$ cat config.mk
export PLATFORM = sky130hd
export DESIGN_NAME = decode_rf_stage
export DESIGN_NICKNAME = d
export VERILOG_FILES = /design/src/rtl/decode_rf_stage.sv
export SDC_FILE = /design/constraint.sdc
export NUM_CORES = 1
export LEC_CHECK = 0
export ABC_CLOCK_PERIOD_IN_PS = 6950
export CORE_AREA = 2 2 270 326
export CTS_CLUSTER_DIAMETER = 30
export DETAILED_ROUTE_END_ITERATION = 12
export DIE_AREA = 0 0 272 328
export PLACE_DENSITY = 0.62
export SLEW_MARGIN = 0
export SYNTH_ARGS = -nofsm -noshare
export SYNTH_HDL_FRONTEND = slang
export SYNTH_SLANG_ARGS = --single-unit
$ cat constraint.sdc
create_clock -name clk_i -period 6.95 [get_ports clk_i]
set_clock_uncertainty 0.1 [all_clocks]
set_input_delay 1.39 -clock clk_i [delete_from_list [all_inputs] [get_ports clk_i]]
set_output_delay 1.39 -clock clk_i [all_outputs]
set_load 0.005 [all_outputs]
$ cat src/rtl/decode_rf_stage.sv
// ---------------------------------------------------------------------------
// decode_rf_stage
//
// Decode / register-read stage. Extracts the rn, rm and rd register fields
// from the fetched instruction, reads them from an internal register file
// (with PC read-as-pc+8 and same-cycle writeback bypass), detects load-use
// hazards against the execute stage, and presents a registered payload to
// execute through a valid/ready handshake.
//
// Ports
//   clk_i                 clock, all state on rising edge
//   reset_i               synchronous active-high reset
//   pc_i      [DATA_W]    PC of the instruction in decode
//   inst_i    [32]        fetched instruction
//   valid_i               inst_i/pc_i valid
//   ready_o               decode accepts inst_i this cycle
//   flush_i               kill pipeline contents
//   wb_en_i               writeback enable
//   wb_addr_i [AW]        writeback register
//   wb_data_i [DATA_W]    writeback data
//   ex_load_i             execute stage holds a valid load
//   ex_rd_i   [AW]        destination of that load
//   valid_o               output payload valid
//   ready_i               execute accepts payload
//   inst_o    [32]        registered instruction
//   rn/rm/rd_data_o       registered operand data  [DATA_W]
//   rn/rm/rd_addr_o       registered operand addresses [AW]
//   hazard_o              combinational load-use stall indication
// ---------------------------------------------------------------------------
module decode_rf_stage #(
    parameter int DATA_W   = 32,
    parameter int NUM_REGS = 16,
    parameter int AW       = $clog2(NUM_REGS)
) (
    input  logic              clk_i,
    input  logic              reset_i,
    input  logic [DATA_W-1:0] pc_i,
    input  logic [31:0]       inst_i,
    input  logic              valid_i,
    output logic              ready_o,
    input  logic              flush_i,
    input  logic              wb_en_i,
    input  logic [AW-1:0]     wb_addr_i,
    input  logic [DATA_W-1:0] wb_data_i,
    input  logic              ex_load_i,
    input  logic [AW-1:0]     ex_rd_i,
    output logic              valid_o,
    input  logic              ready_i,
    output logic [31:0]       inst_o,
    output logic [DATA_W-1:0] rn_data_o,
    output logic [DATA_W-1:0] rm_data_o,
    output logic [DATA_W-1:0] rd_data_o,
    output logic [AW-1:0]     rn_addr_o,
    output logic [AW-1:0]     rm_addr_o,
    output logic [AW-1:0]     rd_addr_o,
    output logic              hazard_o
);

    localparam logic [AW-1:0] PC_IDX = AW'(NUM_REGS - 1);

    // Entry PC_IDX is never written, so it stays at its reset value and is
    // never selected by a read (PC reads take the pc_i+8 path instead).
    logic [DATA_W-1:0] r_rf [NUM_REGS];

    logic              r_valid;
    logic [31:0]       r_inst;
    logic [DATA_W-1:0] r_rn_data;
    logic [DATA_W-1:0] r_rm_data;
    logic [DATA_W-1:0] r_rd_data;
    logic [AW-1:0]     r_rn_addr;
    logic [AW-1:0]     r_rm_addr;
    logic [AW-1:0]     r_rd_addr;

    logic [AW-1:0]     w_rn_addr;
    logic [AW-1:0]     w_rm_addr;
    logic [AW-1:0]     w_rd_addr;
    logic [DATA_W-1:0] w_rn_data;
    logic [DATA_W-1:0] w_rm_data;
    logic [DATA_W-1:0] w_rd_data;
    logic              w_use_rm;
    logic              w_use_rd;
    logic              w_hazard;
    logic              w_advance;
    logic              w_load;

    // -----------------------------------------------------------------------
    // Field extraction
    // -----------------------------------------------------------------------
    assign w_rn_addr = AW'(inst_i[19:16]);
    assign w_rm_addr = AW'(inst_i[3:0]);
    assign w_rd_addr = AW'(inst_i[15:12]);

    // rm is a source for data-processing encodings; rd is a source only for
    // single-data-transfer stores (L bit clear).
    assign w_use_rm = (inst_i[27:25] == 3'b000);
    assign w_use_rd = (inst_i[27:26] == 2'b01) && !inst_i[20];

    // -----------------------------------------------------------------------
    // Read ports: PC has priority over bypass, bypass over stored value
    // -----------------------------------------------------------------------
    function automatic logic [DATA_W-1:0] f_read(input logic [AW-1:0] a);
        if (a == PC_IDX) begin
            return pc_i + DATA_W'(8);
        end else if (wb_en_i && (wb_addr_i == a)) begin
            return wb_data_i;
        end else begin
            return r_rf[a];
        end
    endfunction

    assign w_rn_data = f_read(w_rn_addr);
    assign w_rm_data = f_read(w_rm_addr);
    assign w_rd_data = f_read(w_rd_addr);

    // -----------------------------------------------------------------------
    // Hazard and handshake
    // -----------------------------------------------------------------------
    always_comb begin
        w_hazard = 1'b0;
        if (valid_i && ex_load_i && (ex_rd_i != PC_IDX)) begin
            w_hazard = (ex_rd_i == w_rn_addr)
                     || (w_use_rm && (ex_rd_i == w_rm_addr))
                     || (w_use_rd && (ex_rd_i == w_rd_addr));
        end
    end

    assign w_advance = !r_valid || ready_i;
    assign w_load    = valid_i && !w_hazard;
    assign ready_o   = flush_i || (w_advance && !w_hazard);
    assign hazard_o  = w_hazard;

    // -----------------------------------------------------------------------
    // Register file write port; writes proceed regardless of stall/flush
    // -----------------------------------------------------------------------
    always_ff @(posedge clk_i) begin
        if (reset_i) begin
            for (int unsigned i = 0; i < NUM_REGS; i++) begin
                r_rf[i] <= '0;
            end
        end else if (wb_en_i && (wb_addr_i != PC_IDX)) begin
            r_rf[wb_addr_i] <= wb_data_i;
        end
    end

    // -----------------------------------------------------------------------
    // Output payload register
    // -----------------------------------------------------------------------
    always_ff @(posedge clk_i) begin
        if (reset_i) begin
            r_valid   <= 1'b0;
            r_inst    <= '0;
            r_rn_data <= '0;
            r_rm_data <= '0;
            r_rd_data <= '0;
            r_rn_addr <= '0;
            r_rm_addr <= '0;
            r_rd_addr <= '0;
        end else if (flush_i) begin
            r_valid <= 1'b0;
        end else if (w_advance) begin
            r_valid <= w_load;
            if (w_load) begin
                r_inst    <= inst_i;
                r_rn_data <= w_rn_data;
                r_rm_data <= w_rm_data;
                r_rd_data <= w_rd_data;
                r_rn_addr <= w_rn_addr;
                r_rm_addr <= w_rm_addr;
                r_rd_addr <= w_rd_addr;
            end
        end
    end

    assign valid_o   = r_valid;
    assign inst_o    = r_inst;
    assign rn_data_o = r_rn_data;
    assign rm_data_o = r_rm_data;
    assign rd_data_o = r_rd_data;
    assign rn_addr_o = r_rn_addr;
    assign rm_addr_o = r_rm_addr;
    assign rd_addr_o = r_rd_addr;

endmodule
# Yosys cells after proc, flatten, opt, wreduce, memory -nomap -nowiden
# Memories as Yosys holds them, arrays and structs flattened.
# Cells that the tools add are included.
[word_totals]
word_cells = 60
register_bits = 141
input_bits = 111
mem_count = 1
out_inout_bits = 143
ramBits = 512
[op_classes]
bitwise_logic = 1
n_reduce_logical = 22
n_mux = 15
n_eq_ne = 12
add_sub_neg = 1
[memory_table]
columns = ["name", "depth", "word_bits", "read_ports", "rd_ports_with_merged_regs", "write_ports", "line_no", "source"]
rows = [
  ["r_rf", 16, 32, 3, 0, 16, "63", "logic [DATA_W-1:0] r_rf [NUM_REGS];"],
]
[ops]
columns = ["operator", "count"]
rows = [
  ["32-bit two-way mux", 7],
  ["32-bit by 4-bit adder with 32-bit output (second input constant)", 1],
  ["32-bit OR reduction", 1],
  ["4-bit == test", 6],
  ["4-bit == test (second input constant)", 3],
  ["1-bit logical AND", 11],
  ["4-bit inequality test (second input constant)", 2],
  ["1-bit two-way mux", 7],
  ["1-bit logical OR", 4],
  ["4-bit two-way mux", 1],
  ["1-bit zero test", 3],
  ["3-bit zero test", 1],
  ["3-bit AND reduction", 1],
  ["2-bit by 1-bit == test with 1-bit output (second input constant)", 1],
  ["2-bit OR reduction", 1],
  ["1-bit NOT", 1],
]

# Depth between registers and ports, before layout
[depth]
word_depth = 8
ltp_mapped = 11
mapped_depth_nobuf = 7

# Least setup slack after synthesis
# Ideal clock, no wire load.
[synth_path]
path_type = "input -> register"
startpoint = "input wb_addr_i[2]"
endpoint = "memory r_rf[7][0], enable pin"
path_slack_ns = 1.890
t_arrival_ns = 4.494
path_buffers = 3
stages = 5
setup_ns = 0.466
required_time_ns = 6.384
cell_sequence = "buf_2 clkbuf_1 nand3b_1 clkbuf_1 o21ai_0"
[synth_lines]
columns = ["item", "line_no", "source"]
rows = [
  ["from (decl)", "43", "input logic [AW-1:0] wb_addr_i,"],
  ["to (decl)", "63", ""],
]

# Worst setup path in the final report
[layout_path]
startpoint = "input ex_rd_i[2]"
endpoint = "output ready_o"
[layout_between]
elab_chain_cells = 8
elab_cells_between_ends = 13
cone_classes = "4 x eq/ne; 1 x mux; 8 x reduce/logical"
[layout_rtl]
columns = ["item", "line_no", "source"]
rows = [
  ["from (decl)", "46", "input logic [AW-1:0] ex_rd_i,"],
  ["4-bit == test", "122", "|| (w_use_rm && (ex_rd_i == w_rm_addr))"],
  ["1-bit logical AND", "122", ""],
  ["1-bit logical OR", "122", ""],
  ["1-bit logical OR", "123", "|| (w_use_rd && (ex_rd_i == w_rd_addr));"],
  ["1-bit two-way mux (*)", "120", "if (valid_i && ex_load_i && (ex_rd_i != PC_IDX)) begin"],
  ["1-bit zero test (*)", "129", "assign ready_o = flush_i || (w_advance && !w_hazard);"],
  ["1-bit logical AND (*)", "129", ""],
  ["1-bit logical OR (*)", "129", ""],
  ["to (decl)", "40", "output logic ready_o,"],
]
# Mark *: on every way between the ends. The rest lies on a longest branch, timed or not.

==> flow_summary_export.csv <==
group,metric,value,unit
placed_design,post-place-cells,4163,
floorplanning,core-area,0.0858,mm^2
worst_setup_path,crit_start,"ex_rd_i[2]",
layout,drive_gt1_share,23.2,%
timing,rsz0062_at_grt,"false",
global_route,globalRouteMet2Util,49.4,%
floorplanning,die_w,272,um
global_route,grt_pass1_wl,200000,um
power_and_ir_drop,p_per_area,264,mW/mm^2
drt,drc,0,
placed_design,dp_hpwl,90300,um
layout,fin_util,53.0,%
drt,first_iter_violations,4236,
yosys,synth_seq_area_share,46.7,%
clock_tree,cts-root-buf,"clkbuf_16",
floorplanning,initial_core_util,44.8,%
yosys,yosys.area_share.adder,0.0326,%
yosys,ys_ff_latch,641,
layout,stdcell_count,4376,
floorplanning,die_h,328,um
worst_setup_path,start_kind,"input pin",
flow_run,drv_cap,0,
clock_tree,clkLatencyLatePin,0.70,ns
timing,max-slew-margin-rel,11.3,%
yosys,synth_enable_flop_cells,512,
worst_setup_path,critPathRequiredTime,5.46,ns
yosys,synth_top_family_by_area,"multiplexers",
layout,synthToLayoutAreaGrowth,18.3,%
power_and_ir_drop,irDropWorstVdd,0.252,mV
drt,antenna_left,0,
worst_setup_path,path_cells,"clkdlybuf4s50_1, xor2_1, nor4_2, o2bb2a_4, and2_1, inv_1, o21bai_1, clkdlybuf4s50_1",
yosys,avgSynthCellArea,12.8,um^2
worst_setup_path,critPathTopFamily,"buffers and inverters",
drt,vias,29062,
floorplanning,num_rows,118,
yosys,synth_compound_area_share,9.27,%
layout,final_common_cell,"edfxtp_1",
worst_setup_path,path_common_cell,"clkdlybuf4s50_1",
layout,num-nets-final,3249,
worst_setup_path,crit_fanout,4,
clock_tree,cts_tree,"yes",
placed_design,routabilityCongestion,0.925,
layout,final_cell_mix,"512 x edfxtp_1, 448 x and2_1, 327 x mux4_2",
yosys,ys_types,69,
global_route,grt_usage,30.8,%
worst_setup_path,worst-path-buf-inv,3,
drt,wl,139000,um
timing,holdWs,0.354,ns
clock_tree,h-tree-depth,3,
min_path,min_from,"inst_o[26]",
placed_design,io_buffers,253,
global_route,grt_max_degree,72,
min_path,worstHoldPathType,"flop to flop",
clock_tree,cts_setup_buffers,0,
yosys,async_reset_ff_share,0,%
yosys,synth-simple-area-share,12.2,%
drt,vias_per_cell,6.64,
clock_tree,clk_pin_slew,0.05,ns
global_route,grt_pass1_vias,28685,
timing,layout_min_cycle_time,4.97,ns
yosys,synth_area,0.0384,mm^2
drt,dr.pass1.iters,6,
worst_setup_path,crit_path_end_kind,"primary output",
clock_tree,cts_num_sinks,641,
worst_setup_path,slowest_delay,0.56,ns
yosys,netlist_instances,2999,
clock_tree,cts_made_buffers,112,
worst_setup_path,worstSetupPathType,"input pin to primary output",
yosys,synthFlopType,"edfxtp_1",
yosys,ys_warn_count,0,
global_route,grt_overflow,0,
power_and_ir_drop,p_leak,0.0157,uW
timing,timing.final.crit_share,71.4,%
timing,final_max_slew_viol_count,0,
floorplanning,die_area,0.0892,mm^2
timing,finalSetupViolCount,0,
global_route,use_met3,8.51,%
global_route,busiest_layer,"met2",
worst_setup_path,regToRegStartpoint,"r_rf[6][8]",
timing,timing.final.hold_violations,0,
run_status,outcome,"complete, no violations",
yosys,synth_mux_area_share,25.9,%
global_route,antenna_found_initial,6,
worst_setup_path,crit_slowest_cell,"clkdlybuf4s50_1",
timing,worstMarginPinSlew,1.33,ns
worst_setup_path,cp_data_arrival_time,3.48,ns
floorplanning,ios,254,
clock_tree,cts-resized-gates,0,
drt,wl_per_cell,31.9,um
clock_tree,cts_buffer_depth,3,
timing,tns,0,ns
timing,fmax,201,MHz
yosys,synth-xor-area-share,1.16,%
layout,fillCellCount,7113,
worst_setup_path,r2r_setup_slack,4.36,ns
global_route,use_met1,39.4,%
clock_tree,hold_buffers,0,
-- worst paths after layout --
check / to / depth (start not counted)
min reg2reg: inst_o[26] / 2
max: ready_o / 8
min: inst_o[26] / 2
max reg2reg: rd_data_o[8] / 6
-- cells in the mapped netlist, types with 4 or more instances --
cell	n	share of area [%]
edfxtp_1	512	40
and2_1	448	7.3
mux4_2	327	19
nand2_1	165	1.6
a21oi_1	160	2.1
mux2i_1	152	4.0
clkbuf_1	151	1.5
dfxtp_1	129	6.7
o21ai_0	122	1.6
o211ai_1	113	2.2
buf_2	86	1.1
mux2_2	79	2.3
buf_4	59	1.2
nor2_1	59	0.58
nand3_1	40	0.52
nor3_1	39	0.51
xnor2_1	37	0.84
a211oi_1	34	0.66
nor4_1	23	0.37
a22oi_1	22	0.43
buf_6	20	0.59
a31oi_1	17	0.28
o221ai_1	16	0.36
buf_1	14	0.14
o221a_2	14	0.41
xor2_1	14	0.32
nor2b_1	13	0.21
o2111ai_1	12	0.27
o21ai_1	11	0.14
nand4_1	10	0.16
a2bb2oi_1	9	0.21
or2_2	9	0.15
nor3b_1	8	0.16
mux4_1	7	0.48
inv_1	6	0.059
o22ai_1	6	0.098
and3_1	5	0.081
a221oi_1	4	0.091
o22a_1	4	0.091
-- state kept, by name (all words and copies together) (netlist names) --
signal	cells
inst_o	32
r_rf	512
rd_data_o	32
rm_data_o	32
rn_data_o	32
valid_o	1
-- power breakdown --
part / leakage, uW / internal, uW / switching, uW
Combinational: 0.00785 / 755 / 943
Clock: 0.00191 / 3680 / 2070
Sequential: 0.00595 / 4390 / 186
-- per-layer routing --
layer,share of wire (%),vias up,wire (um)
met5,0.0072,-,10
met4,4.2,2,5880
met3,12,347,17200
met2,47,2175,65300
met1,37,14626,51100
li1,-,11912,-
-- worst min-delay path: cells and delay by family (launching register included) --
kind,cells,cell delay [ns]
AO/OA/AOI/OAI,1,0.05
flip-flops,1,0.30
AND/OR/NAND/NOR,1,0.05
-- layout make-up --
type | count | area, um^2 | area share (%)
multi-input cells | 2049 | 19000 | 41.7
flip-flops and latches | 641 | 18000 | 39.5
repair buffers | 326 | 3100 | 6.83
clock buffers | 128 | 2990 | 6.58
well taps | 1140 | 1430 | 3.14
clock inverters | 83 | 978 | 2.15
inverters | 7 | 27.5 | 0.0606
diodes | 2 | 5.00 | 0.0110
-- kinds of logic after synthesis --
logic type,after synthesis
fa+ha+maj,1
compound gates,558
mux,565
other cells,1
flops,641
xor+xnor,51
buf+inv,340
simple gates,842
-- stage by stage --
stage | total power [uW] | cell area (um^2) | setup slack (ns)
2_1_floorplan | 5610 | 38500 | 1.89
3_3_place_gp | 6250 | 41500 | 1.94
3_5_place_dp | 6300 | 41500 | 1.85
4_1_cts | 12000 | 45500 | 1.97
5_1_grt | 12300 | 45500 | 1.83
6_report | 12000 | 45500 | 1.98
(Power assumes the default switching activity.)
